==> src/rtl/id_pair_receiver_pkg.sv <==
// Shared constants for the paired-lane decode receiver: FSM encoding, PC geometry
// and the accept-clamping rule used by dispatch handshaking.
package id_pair_receiver_pkg;

    localparam int PC_W = 32;
    localparam logic [PC_W-1:0] PC_STEP = 32'd4;

    localparam logic [1:0] ST_IDLE  = 2'd0;
    localparam logic [1:0] ST_RUN   = 2'd1;
    localparam logic [1:0] ST_FLUSH = 2'd2;

    // Dispatch may request 3; it can never take more than two slots.
    function automatic logic [1:0] clamp_accept(input logic [1:0] req,
                                                input logic [1:0] avail);
        logic [1:0] lim;
        lim = (req == 2'd3) ? 2'd2 : req;
        return (lim < avail) ? lim : avail;
    endfunction

endpackage

==> src/rtl/id_pair_receiver_lane_match.sv <==
// Per-lane pending detect: a fetched slot counts only when its order bit is the
// one this lane expects next and the receiver is running.
module lane_match
    import id_pair_receiver_pkg::*;
(
    input  logic       valid,
    input  logic       order,
    input  logic       exp_order,
    input  logic [1:0] state,
    output logic       pending
);

    assign pending = valid & (order == exp_order) & (state == ST_RUN);

endmodule

==> src/rtl/id_pair_receiver.sv <==
// Two-lane decode receiver: presents the oldest two pending fetch slots in age
// order, tracks per-lane order bits and counts instructions taken by dispatch.
module id_pair_receiver
    import id_pair_receiver_pkg::*;
(
    input  logic            CLK,
    input  logic            RST,
    input  logic [PC_W-1:0] r_id1_pc_Q,
    input  logic            r_id1_valid_Q,
    input  logic            r_id1_order_Q,
    input  logic [PC_W-1:0] r_id2_pc_Q,
    input  logic            r_id2_valid_Q,
    input  logic            r_id2_order_Q,
    input  logic            s_if_jump_Q,
    input  logic [1:0]      ex_accept,
    output logic [PC_W-1:0] id_slot0_pc,
    output logic            id_slot0_valid,
    output logic [PC_W-1:0] id_slot1_pc,
    output logic            id_slot1_valid,
    output logic            s_id1_stall_D,
    output logic            s_id2_stall_D,
    output logic [31:0]     issue_cnt,
    output logic [1:0]      state
);

    logic [1:0]  state_q, state_d;
    logic        exp1_q, exp1_d;
    logic        exp2_q, exp2_d;
    logic        head_q, head_d;
    logic [31:0] issue_cnt_q, issue_cnt_d;

    logic            pend1, pend2;
    logic            head_pend, oth_pend;
    logic [PC_W-1:0] head_pc, oth_pc;
    logic            kill;
    logic            slot0_v, slot1_v;
    logic [1:0]      n_take;
    logic            take_head, take_oth;
    logic            take1, take2;

    lane_match u_lane1 (
        .valid     (r_id1_valid_Q),
        .order     (r_id1_order_Q),
        .exp_order (exp1_q),
        .state     (state_q),
        .pending   (pend1)
    );

    lane_match u_lane2 (
        .valid     (r_id2_valid_Q),
        .order     (r_id2_order_Q),
        .exp_order (exp2_q),
        .state     (state_q),
        .pending   (pend2)
    );

    // NOTE: every signal gets a default at the top so no path can infer a latch.
    always_comb begin
        head_pend = head_q ? pend2 : pend1;
        oth_pend  = head_q ? pend1 : pend2;
        head_pc   = head_q ? r_id2_pc_Q : r_id1_pc_Q;
        oth_pc    = head_q ? r_id1_pc_Q : r_id2_pc_Q;

        // A redirect or reset this cycle hides everything from dispatch.
        kill    = RST | s_if_jump_Q;
        slot0_v = head_pend & ~kill;
        slot1_v = slot0_v & oth_pend & (oth_pc == head_pc + PC_STEP);

        n_take    = clamp_accept(ex_accept, {1'b0, slot0_v} + {1'b0, slot1_v});
        take_head = (n_take != 2'd0);
        take_oth  = (n_take == 2'd2);
        take1     = head_q ? take_oth  : take_head;
        take2     = head_q ? take_head : take_oth;

        state_d     = state_q;
        exp1_d      = exp1_q;
        exp2_d      = exp2_q;
        head_d      = head_q;
        issue_cnt_d = issue_cnt_q + {30'd0, n_take};

        if (n_take == 2'd1) begin
            if (head_q) exp2_d = ~exp2_q;
            else        exp1_d = ~exp1_q;
            head_d = ~head_q;
        end else if (n_take == 2'd2) begin
            exp1_d = ~exp1_q;
            exp2_d = ~exp2_q;
        end

        if (s_if_jump_Q) begin
            exp1_d = 1'b0;
            exp2_d = 1'b0;
            head_d = 1'b0;
        end

        case (state_q)
            ST_IDLE:  if (r_id1_valid_Q | r_id2_valid_Q) state_d = ST_RUN;
            ST_RUN:   if (s_if_jump_Q) state_d = ST_FLUSH;
            ST_FLUSH: state_d = s_if_jump_Q ? ST_FLUSH : ST_RUN;
            default:  state_d = ST_IDLE;
        endcase
    end

    assign id_slot0_valid = slot0_v;
    assign id_slot1_valid = slot1_v;
    assign id_slot0_pc    = slot0_v ? head_pc : '0;
    assign id_slot1_pc    = slot1_v ? oth_pc  : '0;
    assign s_id1_stall_D  = pend1 & ~take1 & ~kill;
    assign s_id2_stall_D  = pend2 & ~take2 & ~kill;
    // Registered observables read as zero throughout the reset cycle itself.
    assign issue_cnt      = RST ? 32'd0 : issue_cnt_q;
    assign state          = RST ? ST_IDLE : state_q;

    // NOTE: sequential state uses non-blocking assignments only.
    always_ff @(posedge CLK) begin
        if (RST) begin
            state_q     <= ST_IDLE;
            exp1_q      <= 1'b0;
            exp2_q      <= 1'b0;
            head_q      <= 1'b0;
            issue_cnt_q <= 32'd0;
        end else begin
            state_q     <= state_d;
            exp1_q      <= exp1_d;
            exp2_q      <= exp2_d;
            head_q      <= head_d;
            issue_cnt_q <= issue_cnt_d;
        end
    end

endmodule

==> config.mk <==
export PLATFORM = sky130hd
export DESIGN_NAME = id_pair_receiver
export DESIGN_NICKNAME = d
export VERILOG_FILES = /design/src/rtl/id_pair_receiver_pkg.sv /design/src/rtl/id_pair_receiver_lane_match.sv /design/src/rtl/id_pair_receiver.sv
export SDC_FILE = /design/constraint.sdc
export NUM_CORES = 1
export LEC_CHECK = 0
export CAP_MARGIN = 20
export CELL_PAD_IN_SITES_DETAIL_PLACEMENT = 1
export CELL_PAD_IN_SITES_GLOBAL_PLACEMENT = 2
export CORE_UTILIZATION = 28
export DETAILED_ROUTE_END_ITERATION = 7
export PLACE_DENSITY_LB_ADDON = 0.1
export SKIP_CTS_REPAIR_TIMING = 1
export SLEW_MARGIN = 20
export SYNTH_ARGS = -nofsm -noshare
export SYNTH_HDL_FRONTEND = slang
export SYNTH_SLANG_ARGS = --single-unit
==> constraint.sdc <==
create_clock -name CLK -period 11.5 [get_ports CLK]
set_input_delay 1.725 -clock CLK [delete_from_list [all_inputs] [get_ports CLK]]
set_output_delay 1.725 -clock CLK [all_outputs]
set_load 0.05 [all_outputs]
==> results.cfg, run 1 <==
[run_status]
outcome = finished, final reports clean

[synthesis]
synth_area_leaders = dfxtp_1 15%, mux2i_1 13%, nor4_2 7.4%
syn_nets = 685
ys_types = 67
ys_ff_latch = 37
yosys.area.top_type = dfxtp_1
yosys_warnings = 0
synthDominantCellAreaShare = 0.152
synth-edff-count = 0
async_flop_share = 0
netlist_instances = 605
syn_area_per_cell_um2 = 8.06
netlist_area_um2 = 4870
yosysSeqAreaShare = 0.152
synth_ff_type = dfxtp_1

[setup_path]
critPathLaunchType = primary input
setup.worst_path.start = r_id1_pc_Q[3]
critPathArrivalTime_ps = 7200
end_kind = output port
worstPathMaxFanout = 33
required_ps = 9780
setup.worst_path.class = primary input to output port
r2r-start = head_q$_SDFFE_PP0P_

[pwr]
p_per_area_nw_per_um2 = 61.7
comb_power_share = 0.315
p_leak_nw = 2.14
p_seq_frac = 0.313
pwr-share-clk = 0.372
power_switching_mw = 0.133
vdd_drop_max_uv = 49.8
p_int_mw = 0.291
power_mw = 0.424
swShare = 0.313

[layout]
drive_gt1_frac = 0.0960
antenna_cells = 0
fin_nets = 829
fin_cells = 970
utilization = 0.410
area_growth_pct = 40.9
fin_area_um2 = 6870

[clocking]
path_clk_slew_ps = 60
cts_buffer_depth = 2
cts_buffers = 5
clockRootBuffer = clkbuf_16
cts_tree = yes
h-tree-depth = 2
clkLatencyLatePin_ps = 290
cts_sinks = 37

[drt]
drt-vias-per-instance = 5.18
avgRoutedWirePerCell_um = 17.6
first_pass_iters = 4
wirelength_um = 17000
vias = 5020
drt_drc_violations_left = 0
antenna_left = 0
drt_iter0_drc = 122

[worst_hold_path]
hp-start = issue_cnt_q[31]$_SDFF_PP0_
hp-class = flip-flop to flip-flop

[die]
start_util = 0.291
num_io_pins = 175
die_h_um = 134
die_w_um = 134
dieArea_um2 = 17900
core_um2 = 16800
rows = 47

[global_routing]
grt_pass1_wl_um = 27500
grt_usage = 0.190
grt_max_degree = 73
antenna_found_initial = 0
grt_overflow_total = 0
grt_pass1_vias = 5119

[sta]
tightest_slew_ps = 781
finClkSkew_ps = 8.71
whs_ps = 478
post-route-period-util = 0.776
rsz0062_at_grt = false
fmax_mhz = 112
slew_headroom = 0.479
slew_violations = 0
tns_ps = 0
setup_viol_count_final = 0
fin_crit_ps = 8920
setup_ws_ps = 2580
finalHoldViolations = 0

[run]
max-cap-violations = 0

[placement]
port_buffers = 174
place_area_um2 = 6700
gp_congestion = 0.772
preCtsSetupSlack_ps = 2480
numPlacedInstances = 962
dpl.hpwl_um = 13300
==> state kept, by name, summed over array words and instances, names as in the netlist <==
signal       flops
issue_cnt_q     32
exp1_q           1
head_q           1
state_q          2
exp2_q           1
==> placed cells by master, fill, tap and decap left out, drive strengths merged, types with 4 or more instances in the layout <==
master / instances
a211oi: 4
a21oi: 17
a22oi: 9
a31oi: 4
and3: 11
and4: 5
buf: 6
clkbuf: 6
clkdlybuf4s50: 173
dfxtp: 37
ha: 6
inv: 11
mux2: 5
mux2i: 64
nand2: 29
nand2b: 9
nand3: 34
nand3b: 21
nand4: 12
nand4b: 5
nor2: 65
nor2b: 37
nor3: 9
nor4: 37
o21ai: 25
or3: 12
xnor2: 33
xor2: 32
==> path summary, 6_finish.rpt <==
kind | to | slack, ps | depth (start not counted)
setup / recovery | s_id2_stall_D | 2580 | 18
hold / removal | issue_cnt_q[31]$_SDFF_PP0_ | 480 | 2
setup reg to reg | issue_cnt_q[26]$_SDFF_PP0_ | 3900 | 23
hold reg to reg | issue_cnt_q[31]$_SDFF_PP0_ | 480 | 2
==> synth_stat cells, types with 2 or more instances <==
cell type,number
nand3b_1,19
buf_2,9
and3_1,11
nor4_2,29
o22ai_1,2
o21ai_0,24
nor4_1,6
and4_1,5
nand4_2,3
nor2_1,65
nor3b_1,2
nand4_1,9
buf_6,8
xor2_1,32
a21oi_1,17
nor3_1,9
ha_1,6
o22a_1,2
a22oi_2,3
a22oi_4,2
a211oi_1,2
nand2_1,29
or3_1,12
a21o_1,2
nor2b_1,37
a211oi_2,2
mux4_2,2
inv_1,11
mux2_2,5
and2_1,2
mux2i_1,63
nand2b_1,9
a31oi_1,4
nand3b_4,2
clkbuf_1,20
dfxtp_1,37
nor4_4,2
nand4b_1,4
nand3_1,32
a22oi_1,4
buf_1,3
xnor2_1,33
==> cell families (layout without fill, tap and decap cells) <==
logic type                 count (synthesis)  count (layout)  synth area share
and+or+nand+nor                          294             294             0.388
buffers and inverters                     53             198            0.0565
xor gates and xnor gates                  65              65             0.117
AOI/OAI and AO/OA                         78              78             0.112
adders and majority gates                  7               7            0.0195
DFF                                       37              37             0.152
muxes                                     71              71             0.155
==> power by group through the flow <==
stage | logic, mW | clock network, mW | registers, mW
floorplan | 0.0798 | 0 | 0.133
global placement | 0.131 | 0 | 0.135
detailed placement | 0.134 | 0 | 0.135
CTS | 0.135 | 0.162 | 0.133
global route | 0.146 | 0.168 | 0.133
finish | 0.133 | 0.158 | 0.133
==> layer usage <==
metal  wire, µm  global-route usage
met3        665              0.0329
met2       8140               0.317
met4         73              0.0215
met5          0                   0
met1       8160               0.262
==> area by class of cell <==
type / instances / area (µm²)
Sequential cell: 37 / 744
Clock buffer: 6 / 129
Timing Repair Buffer: 179 / 1770
Inverter: 11 / 41.3
Fill cell: 1995 / 9890
Tap cell: 220 / 275
Clock inverter: 2 / 35.0
Multi-Input combinational cell: 515 / 3870
==> critical path, cell delays in order <==
cell and delay, ps:
clkdlybuf4s50_1 570, mux2_2 200, ha_1 230, nand4_1 190
a22oi_2 290, nand4_2 230, o21bai_1 220, o21ai_0 290
nand3_4 520, nor3_1 450, ha_1 240, inv_1 50
ha_1 270, nor2_1 40, o22ai_1 330, o21ai_0 140
nor4_1 320, clkdlybuf4s50_1 880
Power figures use the tool's default switching activity.
==> run 2, diff against run 1 <==
--- a/config.mk
+++ b/config.mk
@@ -8,7 +8,7 @@
 export CAP_MARGIN = 20
 export CELL_PAD_IN_SITES_DETAIL_PLACEMENT = 1
 export CELL_PAD_IN_SITES_GLOBAL_PLACEMENT = 2
-export CORE_UTILIZATION = 28
+export CORE_UTILIZATION = 26
 export DETAILED_ROUTE_END_ITERATION = 7
 export PLACE_DENSITY_LB_ADDON = 0.1
 export SKIP_CTS_REPAIR_TIMING = 1
==> constraint.sdc (replaced) <==
create_clock -name CLK -period 8.4 [get_ports CLK]
set_input_delay 1.26 -clock CLK [delete_from_list [all_inputs] [get_ports CLK]]
set_output_delay 1.26 -clock CLK [all_outputs]
set_load 0.05 [all_outputs]
==> run 2 against run 1 <==
Highest routed layer unchanged. Global-route usage shrank 1.3 points. Via count grew 0.64%. Count of clock-buffer cells in the layout shrank 1. Clock power grew 54%. Clock skew shrank 3.7 ps. First-iteration DRC count grew 39%. The flow now finishes with violations (DRC).
==> results.cfg, run 2 (synthesized netlist as in run 1, its figures left out) <==
[run_status]
outcome = complete, but fails checks
violations = DRC

[layout]
largest_register_ffs = 32
mostFrequentLayoutCells = 171 x clkdlybuf4s50_1, 65 x nor2_1, 63 x mux2i_1
largest-register = issue_cnt_q
reg_top3 = issue_cnt_q (32), state_q (2)
fin_cells = 981
final_common_cell = clkdlybuf4s50_1
fin_area_um2 = 6940
utilization = 0.382
area_growth_pct = 42.4
fin_nets = 831
drive_gt1_frac = 0.102
antenna_cells = 0

[placement]
place_area_um2 = 6750
port_buffers = 174
numPlacedInstances = 973
preCtsSetupSlack_ps = 1240
dpl.hpwl_um = 13400
gp_congestion = 0.747

[sta]
setup_viol_count_final = 0
tightest_slew_ps = 673
post-route-period-util = 0.825
whs_ps = 492
fmax_mhz = 144
rsz0062_at_grt = false
setup_ws_ps = 1470
finalHoldViolations = 0
slew_violations = 0
slew_headroom = 0.551
fin_crit_ps = 6930
tns_ps = 0
finClkSkew_ps = 5.03

[setup_path]
r2r_slack_ps = 2020
worstPathMaxFanout = 7
crit_chain = clkdlybuf4s50_1, mux2_2, ha_1, nand4_1, a22oi_2, nand4_2, o21bai_1, o21ai_0, nand3_4, nor3_1, ha_1, inv_1, ha_1, nor2_1, o22ai_1, o21ai_0, nor4_1, buf_12
setup.worst_path.class = primary input to output port
cpMaxStageDelayCell = clkdlybuf4s50_1
required_ps = 7140
reg2reg_depth = 23
critPathLaunchType = primary input
crit_family = compound AO/OA/AOI/OAI gates
setup.worst_path.start = r_id1_pc_Q[2]
r2r_end = issue_cnt_q[28]$_SDFF_PP0_
r2r-start = head_q$_SDFFE_PP0P_
path_buf_inv = 3
end_kind = output port
cp_slowest_stage_delay_ps = 600
critPathArrivalTime_ps = 5670
worst_path_most_repeated_cell = ha_1
path_depth = 18

[die]
core_um2 = 18100
dieArea_um2 = 19300
start_util = 0.269
rows = 49
die_w_um = 139
num_io_pins = 175
die_h_um = 139

[pwr]
power_mw = 0.610
p_leak_nw = 2.17
p_per_area_nw_per_um2 = 87.8
vdd_drop_max_uv = 61.9

[clocking]
h-tree-depth = 2
clockRootBuffer = clkbuf_16
clkLatencyLatePin_ps = 280
cts_sinks = 37
cts_buffer_depth = 2
path_clk_slew_ps = 60
cts_buffers = 5
cts_tree = yes

[drt]
wirelength_um = 17500
drt-vias-per-instance = 5.15
first_pass_iters = 8
drt_iter0_drc = 170
drt_drc_violations_left = 10
antenna_left = 0
avgRoutedWirePerCell_um = 17.8
vias = 5052

[worst_hold_path]
min_to = issue_cnt_q[31]$_SDFF_PP0_
hp-class = flip-flop to flip-flop
hold_depth = 2
hp-start = issue_cnt_q[31]$_SDFF_PP0_

[global_routing]
grt_pass1_vias = 5189
antenna_found_initial = 0
grt_max_degree = 72
grt_overflow_total = 0
grt_usage = 0.178
grt_pass1_wl_um = 28000

[run]
max-cap-violations = 0
-- run 2: cell count changes in the layout (fill, tap and decap cells not counted) --
| cell | before | now |
|---|---|---|
| bufinv_16 | 1 | 2 |
| clkbuf_1 | 1 | 0 |
| buf_12 | 0 | 2 |
| clkdlybuf4s50_1 | 173 | 171 |
| buf_4 | 5 | 7 |
-- run 2: worst max-delay path by stage --
stage / to / slack [ps]
detailed placement: issue_cnt_q[30]$_SDFF_PP0_ / 1240
finish: s_id2_stall_D / 1470
global route: issue_cnt_q[28]$_SDFF_PP0_ / 970
floorplan: s_id2_stall_D / 520
global placement: issue_cnt_q[26]$_SDFF_PP0_ / 1580
CTS: s_id2_stall_D / 1460
-- run 2: power breakdown --
group	internal, mW	leakage [nW]	switching, mW
registers	0.177	0.299	0.00303
logic	0.0820	1.78	0.104
clock network	0.170	0.0938	0.0744
-- run 2: routing by layer --
layer / track usage / vias to the layer above / share of wire
met5: 0 / - / 0
met1: 0.251 / 2431 / 0.50
met3: 0.0338 / 8 / 0.050
met2: 0.286 / 126 / 0.45
met4: 0.0222 / 0 / 0.0045
li1: - / 2487 / -
-- run 2: worst register-to-register path: stages, from the launching register on --
cell	delay, ps
dfxtp_4	580
buf_4	620
inv_1	400
and3_1	270
a32o_1	300
and3_1	190
nor4_1	360
o21ai_4	80
nor3_1	330
ha_1	240
inv_1	50
ha_1	260
nor2_1	80
o22ai_1	160
inv_1	100
ha_1	180
fa_1	230
nand3_1	140
nor2_1	260
nand3_1	270
nor3_1	440
nand2b_1	250
or3_1	360
a21oi_1	160
-- run 2: final cells by class --
class	count	area, µm²
fill	2151	11200
multi-input combinational	515	3870
timing repair buffer	181	1810
sequential	37	744
tap	229	287
clock buffer	5	125
clock inverter	3	65.1
inverter	11	41.3
==> run 3, diff against run 2 <==
==> constraint.sdc (replaced) <==
create_clock -name CLK -period 6.5 [get_ports CLK]
set_input_delay 0.975 -clock CLK [delete_from_list [all_inputs] [get_ports CLK]]
set_output_delay 0.975 -clock CLK [all_outputs]
set_load 0.05 [all_outputs]
==> run 3 against run 2 <==
Via count unchanged. The run still ends with DRC left. Largest power group unchanged. Highest routed layer unchanged. Sequential cell count unchanged. Worst setup slack got worse by 1000 ps. Cell count up 0.51%. Non-clock buffer count rose by 5. Utilization about the same. Worst hold slack improved by 0.71 ps. Combinational power up 31%. Critical path depth increased by 2. Count of clock-buffer cells in the layout is 1 higher.
==> results.cfg, run 3 (synthesized netlist as in run 1, its figures left out) <==
[sta]
rsz0062_at_grt = false
fmax_mhz = 165
finalHoldViolations = 0
setup_viol_count_final = 0
tns_ps = 0
tightest_slew_ps = 692
post-route-period-util = 0.931
fin_crit_ps = 6050
slew_headroom = 0.539
finClkSkew_ps = 9.08
slew_violations = 0

[pwr]
p_leak_nw = 2.26
comb_power_share = 0.323
vdd_drop_max_uv = 75.3
pwr-share-clk = 0.367
swShare = 0.311
p_seq_frac = 0.310
p_per_area_nw_per_um2 = 108
power_switching_mw = 0.234
p_int_mw = 0.519

[global_routing]
antenna_found_initial = 0
grt_overflow_total = 0
grt_max_degree = 72
grt_usage = 0.174
grt_pass1_wl_um = 27400
grt_pass1_vias = 5219

[layout]
nFillCells = 2155
fin_cells = 986
antenna_cells = 0
largest_register_ffs = 32
mostFrequentLayoutCells = 140 x clkdlybuf4s50_1, 64 x nor2_1, 63 x mux2i_1
reg_top3 = issue_cnt_q (32), state_q (2)
final_common_cell = clkdlybuf4s50_1
area_growth_pct = 42.4
fin_nets = 836
drive_gt1_frac = 0.153
largest-register = issue_cnt_q

[run_status]
outcome = complete, but fails checks
violations = DRC

[setup_path]
worstPathMaxFanout = 6
end_kind = output port
critPathArrivalTime_ps = 5070
setup.worst_path.class = primary input to output port
required_ps = 5520
crit_chain = clkdlybuf4s50_1, mux2_2, ha_1, nand4_1, a22oi_2, nand4_4, nor4_4, mux2_2, nand3_4, nor3_2, ha_1, inv_1, ha_1, nor2_1, o22ai_1, buf_4, nand2_1, o21ai_0, nor4_2, buf_12
worst_path_most_repeated_cell = ha_1
critPathLaunchType = primary input
cpMaxStageDelayCell = clkdlybuf4s50_1
cp_slowest_stage_delay_ps = 580

[run]
max-cap-violations = 0

[clocking]
clockRootBuffer = clkbuf_16
cts_tree = yes
path_clk_slew_ps = 60
cts_sinks = 37
cts_buffer_depth = 2
clkLatencyLatePin_ps = 280
h-tree-depth = 2
cts_buffers = 5

[drt]
vias = 5052
wirelength_um = 17200
drt_iter0_drc = 178
avgRoutedWirePerCell_um = 17.4
drt-vias-per-instance = 5.12
first_pass_iters = 8
drt_drc_violations_left = 7
antenna_left = 0

[die]
dieArea_um2 = 19300
core_um2 = 18100
rows = 49
die_h_um = 139
start_util = 0.269
die_w_um = 139
num_io_pins = 175

[placement]
port_buffers = 174
numPlacedInstances = 978
gp_congestion = 0.759
dpl.hpwl_um = 13400

[worst_hold_path]
hp-class = flip-flop to flip-flop
run 3: cell types whose count changed in the layout (fill, tap and decap cells not counted), sizes merged:
| cell | before | now |
|---|---|---|
| clkbuf | 5 | 6 |
| clkdlybuf4s50 | 171 | 140 |
| bufinv | 2 | 1 |
| buf | 10 | 46 |
run 3: power by group through the flow:
stage / sequential [mW] / clock, mW / combinational [mW]
6_report: 0.233 / 0.277 / 0.243
5_1_grt: 0.234 / 0.297 / 0.263
4_1_cts: 0.233 / 0.287 / 0.245
3_5_place_dp: 0.238 / 0 / 0.244
3_3_place_gp: 0.238 / 0 / 0.241
2_1_floorplan: 0.236 / 0 / 0.141
run 3: path summary, 6_finish.rpt:
check / cells after the start / end / startpoint / slack, ps
worst max-delay path: 20 / s_id2_stall_D / r_id2_pc_Q[3] / 450
worst min-delay path: 2 / issue_cnt_q[18]$_SDFF_PP0_ / issue_cnt_q[18]$_SDFF_PP0_ / 490
worst max register to register: 21 / issue_cnt_q[31]$_SDFF_PP0_ / head_q$_SDFFE_PP0P_ / 1030
worst min register to register: 2 / issue_cnt_q[18]$_SDFF_PP0_ / issue_cnt_q[18]$_SDFF_PP0_ / 490
run 3: layout make-up:
| class | count | area [µm²] | area share |
|---|---|---|---|
| sequential | 37 | 744 | 0.107 |
| clock inverter | 2 | 38.8 | 0.00559 |
| clock buffer | 6 | 129 | 0.0186 |
| multi-input combinational | 515 | 3910 | 0.563 |
| tap | 229 | 287 | 0.0413 |
| inverter | 11 | 41.3 | 0.00595 |
| timing repair buffer | 186 | 1790 | 0.259 |
run 3: through the flow:
| step | hold WS (ps) | setup slack [ps] | utilization | power, mW | cell area (µm²) |
|---|---|---|---|---|---|
| 5_1_grt | 530 | 26.9 | 0.382 | 0.793 | 6940 |
| 3_3_place_gp | 470 | 314 | 0.372 | 0.478 | 6750 |
| 3_5_place_dp | 489 | 32.1 | 0.372 | 0.483 | 6750 |
| 2_1_floorplan | 454 | 195 | - | 0.377 | 4880 |
| 4_1_cts | 497 | 307 | 0.381 | 0.766 | 6910 |
| 6_report | 492 | 451 | 0.382 | 0.753 | 6940 |
run 3: worst max-delay path: cells and delay by family:
family | cells | cell delay, ps
multiplexers | 2 | 600
AND/OR/NAND/NOR | 8 | 1310
buffers and inverters | 4 | 990
adder cells (fa/ha/maj) | 3 | 650
AO/OA/AOI/OAI | 3 | 540
run 3: routing by layer:
metal | GRT usage | part of all wire | vias to the layer above
li1 | - | - | 2490
met1 | 0.213 | 0.44 | 2450
met2 | 0.324 | 0.52 | 102
met3 | 0.0186 | 0.032 | 10
met4 | 0.0392 | 0.011 | 0
met5 | 0 | 0 | -
==> patch 1: new RTL, config.mk and constraints of run 3 <==
Set the package constant `PC_W` to 48 (it was 32).
--- a/src/rtl/id_pair_receiver_pkg.sv
+++ b/src/rtl/id_pair_receiver_pkg.sv
@@ -2,7 +2,7 @@
 // and the accept-clamping rule used by dispatch handshaking.
 package id_pair_receiver_pkg;
 
-    localparam int PC_W = 32;
+    localparam int PC_W = 48;
     localparam logic [PC_W-1:0] PC_STEP = 32'd4;
 
     localparam logic [1:0] ST_IDLE  = 2'd0;
Interface: changed (resized id_slot0_pc, id_slot1_pc, r_id1_pc_Q and r_id2_pc_Q); port bits go from 175 to 239. No check against the original RTL was run, so the function may have changed too.
==> patch 1 against run 3 <==
  * Non-clock buffer count up 195
  * Final area grew 56%
  * Setup slack lost 260 ps
  * Routed wire length grew 62%
  * Clock power rose by 12%
  * Utilization rose by 7.5 points
  * Maximum frequency shrank 4.1%
  * Synthesized area increased by 29%
  * Power rose by 24%
  * Sequential cell count did not move
  * Clock skew shrank 3.4 ps
  * Critical path type unchanged
==> patch 1: results (changes against run 3) <==
| Metric | Value |
|---|---|
| Largest net degree at the start of global routing | 73 (+1.4%) |
| Status | finished, final reports clean |
| Critical Path Slowest Stage Cell | or4_4 |
| Internal | 0.628 mW (+21%) |
| Via count | 7,558 (+50%) |
| WL per Instance | 18.3 um (+5.3%) |
| Max Fclk | 0.159 GHz (-4.1%) |
| CP Max Fanout | 4 (-2) |
| Maximum VDD drop | 0.0000901 V (+20%) |
| Area after DPL | 10,500 um2 (+56%) |
| Synth top area share | 0.146 (-0.00555) |
| Dpl cells | 1,504 (+54%) |
| Layout cell share with drive strength beyond 1 | 0.225 (+0.0717) |
| Met2 Use GR | 0.389 (+0.0645) |
| Post-synthesis cell count | 871 (+44%) |
| GRT Total Usage | 0.222 (+0.0476) |
| Post-synthesis sequential area ratio | 0.118 (-0.0342) |
| DR pass1 iterations | 5 (-3) |
| GR Layer Usage met3 | 0.0187 (+0.0000761) |
| Drt first-iter violations | 335 (+88%) |
| Largest stage delay, worst path | 520 ps (-60 ps) |
| Skew final | 5.68 ps (-3.41 ps) |
| Post-DR vias/cell | 4.99 (-2.6%) |
| Pleak | 3.80 nW (+68%) |
| Wl on met1 | 13,200 um (+74%) |
| Worst reg2reg setup slack | 460 ps (-570 ps) |
| Hpwl dp | 22,300 um (+66%) |
| Crit path arrival time | 5330 ps (+260 ps) |
| Commonest cells post-synth | 134 x nor2_1, 92 x mux2i_1, 64 x nand2_1 |
| Met2 WL post-DR | 13,300 um (+50%) |
| End of the worst register-to-register path | issue_cnt_q[28] |
| DR WL met3 | 1000 um (+84%) |
==> patch 1: cell count changes after synthesis, sizes merged, moves of 12 or more <==
cell and change:
nand2 +35, buf +13, nor4b +48, nor2 +69
nor4 -28, xnor2 +24, xor2 +14, nand3 +12
mux2i +28, nand4 +13
==> patch 1: power by group through the flow <==
| stage | Sequential [mW] | Combinational, mW | Clock (mW) |
|---|---|---|---|
| 2_1_floorplan | 0.236 | 0.193 | 0 |
| 3_3_place_gp | 0.239 | 0.390 | 0 |
| 3_5_place_dp | 0.239 | 0.392 | 0 |
| 4_1_cts | 0.234 | 0.394 | 0.315 |
| 5_1_grt | 0.234 | 0.427 | 0.326 |
| 6_report | 0.234 | 0.394 | 0.309 |
==> patch 1: cells by family after synthesis <==
family                   after synthesis  share of synthesized area
AO/OA/AOI/OAI                         94                     0.0977
flip-flops                            37                      0.118
adder cells (fa/ha/maj)                7                     0.0151
multiplexers                          94                      0.150
AND/OR/NAND/NOR                      457                      0.420
XOR/XNOR                             103                      0.143
buffers and inverters                 79                     0.0555
==> patch 1: cell type report <==
type	count	area (um2)
fill	2868	12800
clock inverter	2	38.8
multi-input combinational	755	5410
sequential	37	744
inverter	15	58.8
timing repair buffer	381	4000
tap	319	399
clock buffer	6	150
==> patch 1: worst min-delay path by stage <==
stage | from | end | slack, ps | depth (start not counted)
final | issue_cnt_q[10] | issue_cnt_q[10] | 500 | 2
after global placement | issue_cnt_q[11] | issue_cnt_q[11] | 470 | 2
after global routing | issue_cnt_q[11] | issue_cnt_q[11] | 520 | 2
after floorplan | issue_cnt_q[11] | issue_cnt_q[11] | 460 | 2
after CTS | issue_cnt_q[11] | issue_cnt_q[11] | 500 | 2
after detailed placement | issue_cnt_q[11] | issue_cnt_q[11] | 490 | 2
==> patch 2: new RTL, flow settings as in run 3 <==
Without the edit above. Register the output `issue_cnt`, with the module's reset; this adds one clock of latency there. The other outputs are not delayed to match.
--- a/src/rtl/id_pair_receiver.sv
+++ b/src/rtl/id_pair_receiver.sv
@@ -108,7 +108,13 @@
     assign s_id1_stall_D  = pend1 & ~take1 & ~kill;
     assign s_id2_stall_D  = pend2 & ~take2 & ~kill;
     // Registered observables read as zero throughout the reset cycle itself.
-    assign issue_cnt      = RST ? 32'd0 : issue_cnt_q;
+    always_ff @(posedge CLK) begin
+        if (RST) begin
+            issue_cnt <= '0;
+        end else begin
+            issue_cnt <= RST ? 32'd0 : issue_cnt_q;
+        end
+    end
     assign state          = RST ? ST_IDLE : state_q;
 
     // NOTE: sequential state uses non-blocking assignments only.
Check against the original RTL: not equivalent (Yosys sat finds a counterexample within 4 cycles, from zero or initial values and one cycle with RST high).
==> patch 2 against run 3 <==
  * Cell count up 13%
  * Power up 60%
  * Final area up 21%
  * Utilization up 2.8 points
  * Sequential power up 85%
  * Critical path depth down 3
  * Sequential cell count up 32
  * Routed wire length up 13%
  * Count of clock-buffer cells in the layout up 4
  * Synthesized area up 11%
  * Setup slack worse by 220 ps
  * Critical path type unchanged
  * Critical endpoint is now s_id1_stall_D
==> patch 2: results (changes against run 3) <==
| Metric | Value |
|---|---|
| Synthesized Nets | 737 (+7.6%) |
| CP Max Fanout | 6 (unchanged) |
| Maximum VDD drop | 0.000138 V (+83%) |
| Worst-skew pair later-pin latency | 330 ps (+50 ps) |
| Largest stage delay, worst path | 580 ps (about the same) |
| Slew @ Worst Pin | 707 ps (+14.9 ps) |
| Ant. Diodes | 0 (unchanged) |
| Synth async-reset ratio | 0 (unchanged) |
| Drt first-iter violations | 224 (+26%) |
| Status | finished, final reports clean |
| Clock transition at path regs | approximately 50 ps |
| GRT Total Usage | 0.180 (+0.00583) |
| Top flop regs | issue_cnt: 32 flops, issue_cnt_q: 32 flops, state_q: 2 flops |
| Post-DR vias/cell | 4.90 (-4.4%) |
| Largest net degree at the start of global routing | 73 (+1.4%) |
| Layout cell share with drive strength beyond 1 | 0.201 (+0.0480) |
| WL per Instance | 17.4 um (about the same) |
| Synth area leaders | dfxtp_1 25%, mux2_2 7.5%, nor4_2 6.9% |
| Clock root buffer master | clkbuf_16 |
| Num CTS Buffers | 9 (+4) |
| CTS H-tree lvls | 3 (+1) |
| Clock Path Buffers | 2 (unchanged) |
| Pre-CTS setup slack | -6.96 ps (-39.1 ps) |
| Hpwl dp | 14,500 um (+8.5%) |
| Initial antenna violation count | 0 (unchanged) |
| Ys Warns | 0 (unchanged) |
| Post-synthesis sequential area ratio | 0.254 (+0.103) |
| Gpl congestion | 0.813 (+7.2%) |
| Crit path arrival time | 5290 ps (+220 ps) |
| Syn Area/Cell | 8.26 um2 (+2.6%) |
| Vias in the first global route | 5,707 (+9.4%) |
| Via count | 5,435 (+7.6%) |
| Commonest cells post-synth | 76 x nor2_1, 69 x dfxtp_1, 59 x nand2_1 |
| Skew final | 6.60 ps (-2.48 ps) |
| Hold Crit Class | flip-flop to flip-flop |
| Critical Path Slowest Stage Cell | clkdlybuf4s50_1 |
| Dpl cells | 1,092 (+12%) |
| EDFF count, synth | 0 (unchanged) |
| First-pass GRT wire length | 31,100 um (+13%) |
| Nets | 915 (+9.4%) |
| Area after DPL | 7990 um2 (+18%) |
| DR pass1 iterations | 4 (-4) |
| PortBufs | 174 (unchanged) |
| Post-synth cell types | 56 (-16%) |
| Crit path max-delay family | simple AND/OR/NAND/NOR gates |
| Pleak | 2.87 nW (+27%) |
patch 2: cell types whose count changed after synthesis, moves of 9 or more:
cell     change
dfxtp_1     +32
mux2_2      +31
mux2i_1     -31
nand2_1     +30
nor2_1      +11
o21ai_0     -13
xnor2_1      +9
patch 2: cells by family after synthesis:
logic type,share of synthesized area
multiplexers,0.134
XOR/XNOR,0.131
adder cells (fa/ha/maj),0.0175
AO/OA/AOI/OAI,0.0682
flip-flops,0.254
buffers and inverters,0.0433
AND/OR/NAND/NOR,0.352
patch 2: power breakdown:
group	total (mW)	leakage (nW)	internal, mW	switching [mW]
combinational	0.256	2.17	0.116	0.139
clock	0.516	0.149	0.335	0.181
sequential	0.431	0.557	0.425	0.00522
total	1.20	2.87	0.877	0.325
patch 2: cell type report:
class | count | area (um2)
Clock buffer | 10 | 229
Clock inverter | 6 | 86.3
Fill cell | 2355 | 12000
Inverter | 8 | 30.0
Multi-Input combinational cell | 537 | 3910
Sequential cell | 69 | 1390
Tap cell | 270 | 338
Timing Repair Buffer | 210 | 2380
patch 2: metal layers:
layer,global-route usage,vias up,routed length [um],share of wire
li1,-,2684,-,-
met1,0.244,2593,9300,0.48
met2,0.290,145,8700,0.45
met3,0.0447,13,1140,0.059
met4,0.0307,0,199,0.010
met5,0,-,0,0
patch 2: path summary, 6_finish.rpt:
check	start	slack (ps)	depth (start not counted)	endpoint
setup / recovery	r_id2_pc_Q[6]	230	17	s_id1_stall_D
hold / removal	issue_cnt_q[31]	480	1	issue_cnt[31]
setup reg to reg	head_q	860	24	issue_cnt_q[26]
hold reg to reg	issue_cnt_q[31]	480	1	issue_cnt[31]
